`src/rtl/apb_master_arbiter_if.sv`:
```
// apb_master_arbiter_if: requester handshake and shared APB port signals of the arbiter
interface apb_master_arbiter_if #(
    parameter int MASTER_COUNT = 3
);
    logic [MASTER_COUNT-1:0] req_i;
    logic [MASTER_COUNT-1:0] gnt_o;
    logic [MASTER_COUNT-1:0] done_o;
    logic                    pslverr_o;
    logic                    timeout_o;
    logic                    m_psel_o;
    logic                    m_penable_o;
    logic                    m_pready_i;
    logic                    m_pslverr_i;

    modport master (
        input  req_i, m_pready_i, m_pslverr_i,
        output gnt_o, done_o, pslverr_o, timeout_o, m_psel_o, m_penable_o
    );

    modport slave (
        output req_i, m_pready_i, m_pslverr_i,
        input  gnt_o, done_o, pslverr_o, timeout_o, m_psel_o, m_penable_o
    );
endinterface

```
`src/rtl/apb_master_arbiter.sv`:
```
// apb_master_arbiter: round-robin sharing of one APB master port; ACCESS timeout enabled by APB_ARB_TIMEOUT_EN
module apb_master_arbiter #(
    parameter int MASTER_COUNT   = 3,
    parameter int TIMEOUT_CYCLES = 16
) (
    input logic                  clk_i,
    input logic                  rst_i,
    apb_master_arbiter_if.master bus
);
    localparam int IW = $clog2(MASTER_COUNT);

    typedef enum logic [1:0] {IDLE, SETUP, ACCESS} state_t;

    state_t                  state_q, state_d;
    logic [IW-1:0]           rr_ptr_q, rr_ptr_d;
    logic [IW-1:0]           pick_idx, gnt_idx, rr_next;
    logic [IW:0]             probe;
    logic                    pick_vld;
    logic                    expire;
    logic [MASTER_COUNT-1:0] gnt_q, gnt_d, done_q, done_d;
    logic                    pslverr_q, pslverr_d;
    logic                    psel_q, psel_d, penable_q, penable_d;
`ifdef APB_ARB_TIMEOUT_EN
    localparam int CW = $clog2(TIMEOUT_CYCLES + 1);
    logic [CW-1:0]           cnt_q, cnt_d;
    logic                    timeout_q, timeout_d;
`endif

    // Round-robin search: the active request at the smallest offset from rr_ptr wins
    always_comb begin
        pick_idx = '0;
        pick_vld = 1'b0;
        probe    = '0;
        for (int i = MASTER_COUNT - 1; i >= 0; i--) begin
            probe = {1'b0, rr_ptr_q} + (IW+1)'(i);
            probe = (probe >= (IW+1)'(MASTER_COUNT)) ? probe - (IW+1)'(MASTER_COUNT) : probe;
            if (bus.req_i[probe[IW-1:0]]) begin
                pick_vld = 1'b1;
                pick_idx = probe[IW-1:0];
            end
        end
    end

    // Encode the held one-hot grant and derive the pointer just past it
    always_comb begin
        gnt_idx = '0;
        for (int j = 0; j < MASTER_COUNT; j++)
            if (gnt_q[j]) gnt_idx = IW'(j);
        rr_next = (gnt_idx == IW'(MASTER_COUNT - 1)) ? '0 : gnt_idx + IW'(1);
    end

    // FSM next state and registered outputs; completion clears the bus and advances rr_ptr
    always_comb begin
        state_d   = state_q;
        rr_ptr_d  = rr_ptr_q;
        gnt_d     = gnt_q;
        done_d    = '0;
        pslverr_d = 1'b0;
        psel_d    = psel_q;
        penable_d = penable_q;
`ifdef APB_ARB_TIMEOUT_EN
        cnt_d     = cnt_q;
        expire    = !bus.m_pready_i && (cnt_q == CW'(TIMEOUT_CYCLES - 1));
        timeout_d = (state_q == ACCESS) && expire;
`else
        expire    = 1'b0;
`endif
        unique case (state_q)
            IDLE: begin
                if (pick_vld) begin
                    gnt_d   = MASTER_COUNT'(1) << pick_idx;
                    psel_d  = 1'b1;
                    state_d = SETUP;
`ifdef APB_ARB_TIMEOUT_EN
                    cnt_d   = '0;
`endif
                end
            end
            SETUP: begin
                penable_d = 1'b1;
                state_d   = ACCESS;
            end
            ACCESS: begin
                if (bus.m_pready_i || expire) begin
                    done_d    = gnt_q;
                    pslverr_d = expire ? 1'b1 : bus.m_pslverr_i;
                    psel_d    = 1'b0;
                    penable_d = 1'b0;
                    gnt_d     = '0;
                    rr_ptr_d  = rr_next;
                    state_d   = IDLE;
                end
`ifdef APB_ARB_TIMEOUT_EN
                else cnt_d = cnt_q + CW'(1);
`endif
            end
            default: state_d = IDLE;
        endcase
    end

    // State and output registers; reset drops any in-flight transfer
    always_ff @(posedge clk_i or posedge rst_i) begin
        if (rst_i) begin
            state_q   <= IDLE;
            rr_ptr_q  <= '0;
            gnt_q     <= '0;
            done_q    <= '0;
            pslverr_q <= 1'b0;
            psel_q    <= 1'b0;
            penable_q <= 1'b0;
`ifdef APB_ARB_TIMEOUT_EN
            cnt_q     <= '0;
            timeout_q <= 1'b0;
`endif
        end else begin
            state_q   <= state_d;
            rr_ptr_q  <= rr_ptr_d;
            gnt_q     <= gnt_d;
            done_q    <= done_d;
            pslverr_q <= pslverr_d;
            psel_q    <= psel_d;
            penable_q <= penable_d;
`ifdef APB_ARB_TIMEOUT_EN
            cnt_q     <= cnt_d;
            timeout_q <= timeout_d;
`endif
        end
    end

    assign bus.gnt_o       = gnt_q;
    assign bus.done_o      = done_q;
    assign bus.pslverr_o   = pslverr_q;
    assign bus.m_psel_o    = psel_q;
    assign bus.m_penable_o = penable_q;
`ifdef APB_ARB_TIMEOUT_EN
    assign bus.timeout_o   = timeout_q;
`else
    assign bus.timeout_o   = 1'b0;
`endif
endmodule
```
`src/flat_wrapper.sv`:
```
// flat-port wrapper written by rule: the top's interface ports become plain ports
module apb_master_arbiter_flat 
#(
    parameter int MASTER_COUNT   = 3,
    parameter int TIMEOUT_CYCLES = 16
)
  (clk_i, rst_i, bus_req_i, bus_m_pready_i, bus_m_pslverr_i, bus_gnt_o, bus_done_o, bus_pslverr_o, bus_timeout_o, bus_m_psel_o, bus_m_penable_o);
  apb_master_arbiter_if #(.MASTER_COUNT(MASTER_COUNT)) bus_i ();
  input logic clk_i;
  input logic rst_i;
  input wire logic [$bits(bus_i.req_i)-1:0] bus_req_i;
  input wire logic [$bits(bus_i.m_pready_i)-1:0] bus_m_pready_i;
  input wire logic [$bits(bus_i.m_pslverr_i)-1:0] bus_m_pslverr_i;
  output wire logic [$bits(bus_i.gnt_o)-1:0] bus_gnt_o;
  output wire logic [$bits(bus_i.done_o)-1:0] bus_done_o;
  output wire logic [$bits(bus_i.pslverr_o)-1:0] bus_pslverr_o;
  output wire logic [$bits(bus_i.timeout_o)-1:0] bus_timeout_o;
  output wire logic [$bits(bus_i.m_psel_o)-1:0] bus_m_psel_o;
  output wire logic [$bits(bus_i.m_penable_o)-1:0] bus_m_penable_o;
  assign bus_i.req_i = bus_req_i;
  assign bus_i.m_pready_i = bus_m_pready_i;
  assign bus_i.m_pslverr_i = bus_m_pslverr_i;
  assign bus_gnt_o = bus_i.gnt_o;
  assign bus_done_o = bus_i.done_o;
  assign bus_pslverr_o = bus_i.pslverr_o;
  assign bus_timeout_o = bus_i.timeout_o;
  assign bus_m_psel_o = bus_i.m_psel_o;
  assign bus_m_penable_o = bus_i.m_penable_o;
  apb_master_arbiter #(.MASTER_COUNT(MASTER_COUNT), .TIMEOUT_CYCLES(TIMEOUT_CYCLES)) u_core (.clk_i(clk_i), .rst_i(rst_i), .bus(bus_i));
endmodule
```
`config.mk`:
```
export PLATFORM = sky130hd
export DESIGN_NAME = apb_master_arbiter_flat
export DESIGN_NICKNAME = d
export VERILOG_FILES = /design/src/rtl/apb_master_arbiter_if.sv /design/src/rtl/apb_master_arbiter.sv /design/src/flat_wrapper.sv
export SDC_FILE = /design/constraint.sdc
export NUM_CORES = 1
export LEC_CHECK = 0
export CORE_MARGIN = 4
export CORE_UTILIZATION = 46
export DETAILED_ROUTE_END_ITERATION = 16
export PLACE_DENSITY = 0.75
export SYNTH_ARGS = -nofsm -noshare
export SYNTH_HDL_FRONTEND = slang
export SYNTH_SLANG_ARGS = --single-unit
```
`constraint.sdc`:
```
create_clock -name clk_i -period 1.8 [get_ports clk_i]
set_input_delay 0.27 -clock clk_i [delete_from_list [all_inputs] [get_ports clk_i]]
set_output_delay 0.27 -clock clk_i [all_outputs]
set_load 0.02 [all_outputs]
```
==> results_dict.tcl, run 1 <==
set metrics [dict create \
    cts.path.max_buffers 2 \
    instances_no_fill 112 \
    critPathLaunchType "flop" \
    rows 13 \
    antenna_left 0 \
    timing.final.ws_setup_ps 62.45 \
    rsz0062_at_grt "yes" \
    drt_iter0_drc 10 \
    cts_root_buffer "clkbuf_4" \
    globalplace.congestion 0.7844 \
    netlist_instances 73 \
    hp-class "in2async" \
    finalHoldViolCount 0 \
    hpwl_um 1069 \
    powerDensity_mw_per_mm2 1546 \
    cts_max_level 1 \
    syn_area_per_cell_sq_um 9.410 \
    status "finished, final reports clean" \
    totalNegativeSetupSlack_ps 0 \
    ir_worst_vdd_mv 0.8590 \
    yosys-top-cells-area "dfrtp_1, nand2_1, mux2i_1, ha_1, inv_1" \
    skew_ps 7.692 \
    yosysTopAreaCell "dfrtp_1" \
    grt_pass1_wl_um 2408 \
    netlist.area_leader.share 0.4736 \
    period_share 0.9653 \
    dp_cells 106 \
    antenna_found_initial 0 \
    fillers 101 \
    critPathLaunch "u_core.rr_ptr_q[0]$_DFFE_PP0P_" \
    reg2reg_slack_ps 60 \
    crit_type "reg2reg" \
    clock_sinks 13 \
    initial_core_util 0.5088 \
    max_stage_delay_ps 460 \
    route.detailed.drc 0 \
    period_minus_slack_ps 1738 \
    yosysWarnings 0 \
    clkTransAtPathRegs_ps 80 \
    synth_edf_count 0 \
    final_layout_size_suffix_gt1_frac 0.2165 \
    numPortBuffers 15 \
    via_count 573 \
    r2r_start "u_core.rr_ptr_q[0]$_DFFE_PP0P_" \
    p_leak_uw 0.0004440 \
    setup_viol 0 \
    fin_area_sq_um 972.2 \
    grt_remaining_overflow 0 \
    cp_max_fo 5 \
    wire_per_inst_um 12.62 \
    grtUsageTotal 0.1583 \
    antenna_cells 0 \
    coreArea_sq_mm 0.001350 \
    max_cap_violations 0 \
    r2r_end "u_core.bus.gnt_o[1]$_DFFE_PP0P_" \
    netlist_area_sq_um 686.9 \
    die-area_sq_mm 0.002175 \
    dp_worst_setup_slack_ps 13.49 \
    clkLatencyLatePin_ps 270 \
    layout.nets 108 \
    io_pins 17 \
    worstPathArrival_ps 1920 \
    drv_slew 0 \
    post-route-util 0.7201 \
    numCtsBuffers 3 \
    dpl_cell_area_sq_um 882.1 \
    cts_tree "built" \
    async_flop_share 1.000 \
    fmax_mhz 575.5 \
    cp-end-kind "flop" \
    synth-seq-area-share 0.4736 \
    synth-seq-cells 13 \
    ys_top_cells_by_count "dfrtp_1, nand2_1, inv_1" \
    synth_nets 83 \
    crit_slowest_cell "dfrtp_2" \
    die_y_um 46.64 \
    synthFlopType "dfrtp_1" \
    reg2regPathDepth 7 \
    drt_pass1_iterations 4 \
    yosysUniqueCellTypes 26 \
    wl_um 1413 \
    required_ps 1980 \
    areaGrowthSynthToFinish_pct 41.53 \
    fp.dieW_um 46.64 \
    path_cells "inv_4, ha_4, a221o_1, a21oi_2, a31oi_2, o21ai_4, mux2i_1" \
    viasPerCell 5.116 \
    grt_max_degree 14 \
    grt_pass1_vias 561 \
]
## per-stage QoR
stage / hold slack [ps] / power [uW]
detailed placement: 471.3 / 1221
floorplan: 147.0 / 956.1
finish: 310.0 / 1503
CTS: 330.1 / 1506
global placement: 462.5 / 1200
global route: 344.0 / 1625
## cells in the final DEF (no fill, tap or decap), drive strengths merged, types with 2 or more instances in the layout
| cell | n |
|---|---|
| a21oi | 4 |
| clkbuf | 4 |
| nor2b | 2 |
| ha | 3 |
| dfrtp | 13 |
| o21ai | 2 |
| nand2b | 3 |
| buf | 7 |
| inv | 9 |
| o31ai | 2 |
| nor2 | 5 |
| mux2i | 4 |
| nand2 | 13 |
| clkdlybuf4s50 | 15 |
## power breakdown
group / switching, uW / internal, uW / total, uW
sequential: 97.6 / 394 / 491
combinational: 417 / 421 / 838
clock: 88.4 / 85.6 / 174
total: 603 / 900 / 1500
## kinds of logic after synthesis
group	after synthesis	synth area share
AO/OA/AOI/OAI	13	0.1475
adder cells (fa/ha/maj)	3	0.05465
buffers and inverters	11	0.06557
flip-flops	13	0.4736
multiplexers	4	0.05829
other	1	0.005459
AND/OR/NAND/NOR	28	0.1949
## metal layers
metal  vias up  wire length (um)  global-route usage
met4         0                10             0.06630
li1        287                 -                   -
met5         -                 0                   0
met3         2                76             0.02734
met2        18               706              0.2637
met1       266               620              0.2000
## how the worst max path moves through the flow
| stage | endpoint | slack [ps] | cells after the start |
|---|---|---|---|
| after global routing | u_core.bus.gnt_o[0]$_DFFE_PP0P_ | -40 | 7 |
| after floorplan | u_core.bus.gnt_o[0]$_DFFE_PP0P_ | 150 | 7 |
| after global placement | u_core.bus.gnt_o[1]$_DFFE_PP0P_ | 30 | 7 |
| final | u_core.bus.gnt_o[1]$_DFFE_PP0P_ | 60 | 7 |
| after detailed placement | u_core.bus.gnt_o[0]$_DFFE_PP0P_ | 10 | 7 |
| after CTS | u_core.bus.gnt_o[1]$_DFFE_PP0P_ | 9 | 7 |
## flip-flops by register name (all words and copies together) (netlist names)
name / flops
u_core.bus.m_psel_o: 1
u_core.bus.gnt_o: 3
u_core.rr_ptr_q: 2
u_core.bus.m_penable_o: 1
u_core.state_q: 2
u_core.bus.done_o: 3
u_core.bus.pslverr_o: 1
## worst max-delay path, delay by kind of cell (launching register included)
family | cells | cell delay [ps]
compound gates | 4 | 670
flops | 1 | 460
mux | 1 | 230
fa+ha+maj | 1 | 200
buf+inv | 1 | 90
## timing repair
| action | in CTS | in global routing |
|---|---|---|
| setup endpoints to repair | 2 | 4 |
| gates resized for setup | 8 | 3 |
| pin swaps | 3 | 1 |
| hold buffers | 0 | 0 |
| setup buffers | 2 | 0 |
| cloned | 0 | 0 |
## final cells by class
cell class              count  area (sq um)  area share
well taps                  15         18.77     0.01931
flip-flops and latches     13         327.8      0.3372
inverters                   9         36.28     0.03732
repair buffers             22         202.7      0.2085
multi-input cells          49         360.3      0.3707
clock buffers               4         26.28     0.02703
(Power assumes the default switching activity.)
==> run 2, diff against run 1 <==
--- a/config.mk
+++ b/config.mk
@@ -5,10 +5,12 @@
 export SDC_FILE = /design/constraint.sdc
 export NUM_CORES = 1
 export LEC_CHECK = 0
-export CORE_MARGIN = 4
-export CORE_UTILIZATION = 46
+export CORE_MARGIN = 8
+export CORE_UTILIZATION = 49
+export CTS_BUF_LIST = sky130_fd_sc_hd__clkbuf_2
 export DETAILED_ROUTE_END_ITERATION = 16
-export PLACE_DENSITY = 0.75
+export PLACE_DENSITY = 0.8
+export REMOVE_ABC_BUFFERS = 1
 export SYNTH_ARGS = -nofsm -noshare
 export SYNTH_HDL_FRONTEND = slang
 export SYNTH_SLANG_ARGS = --single-unit
==> run 2 against run 1 <==
Wire length increased by 14%. Global-route usage shrank 4.5 points. Cell count up 0.89%. Utilization rose by 1.7 points. Critical endpoint unchanged. Largest cell class unchanged. Largest power group unchanged.
==> results_dict.tcl, run 2 (same netlist as run 1, synthesis figures left out) <==
set metrics [dict create \
    numPortBuffers 15 \
    clkTransAtPathRegs_ps 140 \
    required_ps 2000 \
    powerDensity_mw_per_mm2 1560 \
    die-area_sq_mm 0.002856 \
    max_stage_delay_ps 400 \
    critPathBufInv 1 \
    drv_slew 0 \
    clock_sinks 13 \
    p_leak_uw 0.0004532 \
    worstPathArrival_ps 1960 \
    final_layout_size_suffix_gt1_frac 0.2041 \
    via_count 615 \
    io_pins 17 \
    route.detailed.drc 0 \
    final_cell_mix "clkdlybuf4s50_1, nand2_1, dfrtp_1" \
    r2r_start "u_core.rr_ptr_q[0]$_DFFE_PP0P_" \
    initial_core_util 0.5279 \
    timing.hold.ws_ps 285.3 \
    cts_max_level 1 \
    viasPerCell 5.442 \
    areaGrowthSynthToFinish_pct 39.71 \
    finalHoldViolCount 0 \
    max_cap_violations 0 \
    rsz0062_at_grt "yes" \
    cp_top_family "compound AO/OA/AOI/OAI gates" \
    wire_per_inst_um 14.31 \
    totalNegativeSetupSlack_ps 0 \
    drt_iter0_drc 27 \
    globalplace.congestion 0.8957 \
    skew_ps 12.83 \
    die_y_um 53.44 \
    reg2regPathDepth 7 \
    numCtsBuffers 3 \
    period_minus_slack_ps 1764 \
    fmax_mhz 566.8 \
    clkLatencyLatePin_ps 280 \
    crit_type "reg2reg" \
    grtUsageTotal 0.1134 \
    layout.nets 109 \
    antenna_left 0 \
    hold_buffers 0 \
    cp_max_fo 5 \
    r2r_end "u_core.bus.gnt_o[1]$_DFFE_PP0P_" \
    cts_root_buffer "clkbuf_2" \
    setup_viol 0 \
    fin_area_sq_um 959.7 \
    cts_tree "built" \
    antenna_found_initial 0 \
    grt_max_degree 14 \
    hp-class "in2async" \
    fp.dieW_um 53.44 \
    reg2reg_slack_ps 40 \
    grt_pass1_vias 563 \
    cts.path.max_buffers 2 \
    critPathLaunchType "flop" \
    drt_pass1_iterations 4 \
    period_share 0.9801 \
    antenna_cells 0 \
    rows 13 \
    grt_pass1_wl_um 2435 \
    wl_um 1617 \
    status "finished, final reports clean" \
    dpl_cell_area_sq_um 867.1 \
    mostFrequentLayoutCell "clkdlybuf4s50_1" \
    ir_worst_vdd_mv 0.9510 \
    post-route-util 0.7375 \
    cp-end-kind "flop" \
    path_cells "inv_1, ha_2, a221o_1, a21oi_2, a31oi_2, o21ai_4, mux2i_1" \
    hpwl_um 1095 \
    grt_remaining_overflow 0 \
    crit_slowest_cell "dfrtp_1" \
    coreArea_sq_mm 0.001301 \
]
run 2: cell count changes in the layout (fill, tap and decap cells not counted), sizes merged:
cell / previous run / this run
buf: 7 / 8
run 2: worst max path at each step:
| stage | from | cells past startpoint | endpoint | slack (ps) |
|---|---|---|---|---|
| 2_1_floorplan | u_core.rr_ptr_q[0]$_DFFE_PP0P_ | 7 | u_core.bus.gnt_o[0]$_DFFE_PP0P_ | 150 |
| 3_5_place_dp | u_core.rr_ptr_q[0]$_DFFE_PP0P_ | 7 | u_core.bus.gnt_o[1]$_DFFE_PP0P_ | 10 |
| 3_3_place_gp | u_core.rr_ptr_q[0]$_DFFE_PP0P_ | 7 | u_core.bus.gnt_o[0]$_DFFE_PP0P_ | 70 |
| 5_1_grt | u_core.rr_ptr_q[1]$_DFFE_PP0P_ | 7 | u_core.bus.gnt_o[2]$_DFFE_PP0P_ | -70 |
| 6_report | u_core.rr_ptr_q[0]$_DFFE_PP0P_ | 7 | u_core.bus.gnt_o[1]$_DFFE_PP0P_ | 40 |
| 4_1_cts | u_core.rr_ptr_q[1]$_DFFE_PP0P_ | 7 | u_core.bus.gnt_o[1]$_DFFE_PP0P_ | 8 |
run 2: where the power goes:
group,internal [uW],leakage (uW),switching [uW]
combinational,433,0.000272,440
clock,58.9,0.0000166,96.7
sequential,389,0.000164,78.0
run 2: per-stage QoR:
step	std cells	power, uW	setup slack, ps
after CTS	112	1430	7.722
after global routing	113	1602	-74.09
after detailed placement	104	1192	11.86
final	113	1497	35.74
after global placement	104	1169	71.45
after floorplan	71	952.0	146.0
run 2: per-layer routing:
metal,track usage,routed length [um]
met1,0.1424,637
met5,0,0
met2,0.1777,863
met3,0.04482,101
met4,0.02521,14
run 2: cell type report:
| cell class | count | area, sq um |
|---|---|---|
| clock buffers | 4 | 20.02 |
| fillers | 95 | 341.6 |
| inverters | 9 | 33.78 |
| multi-input cells | 49 | 347.8 |
| flip-flops and latches | 13 | 325.3 |
| well taps | 15 | 18.77 |
| repair buffers | 23 | 214.0 |
run 2: repair_timing:
| item | CTS | global route |
|---|---|---|
| resized for setup | 2 | 4 |
| setup buffers | 4 | 1 |
| pin swaps | 1 | 1 |
| setup endpoints to repair | 3 | 5 |
| gates cloned | 0 | 0 |
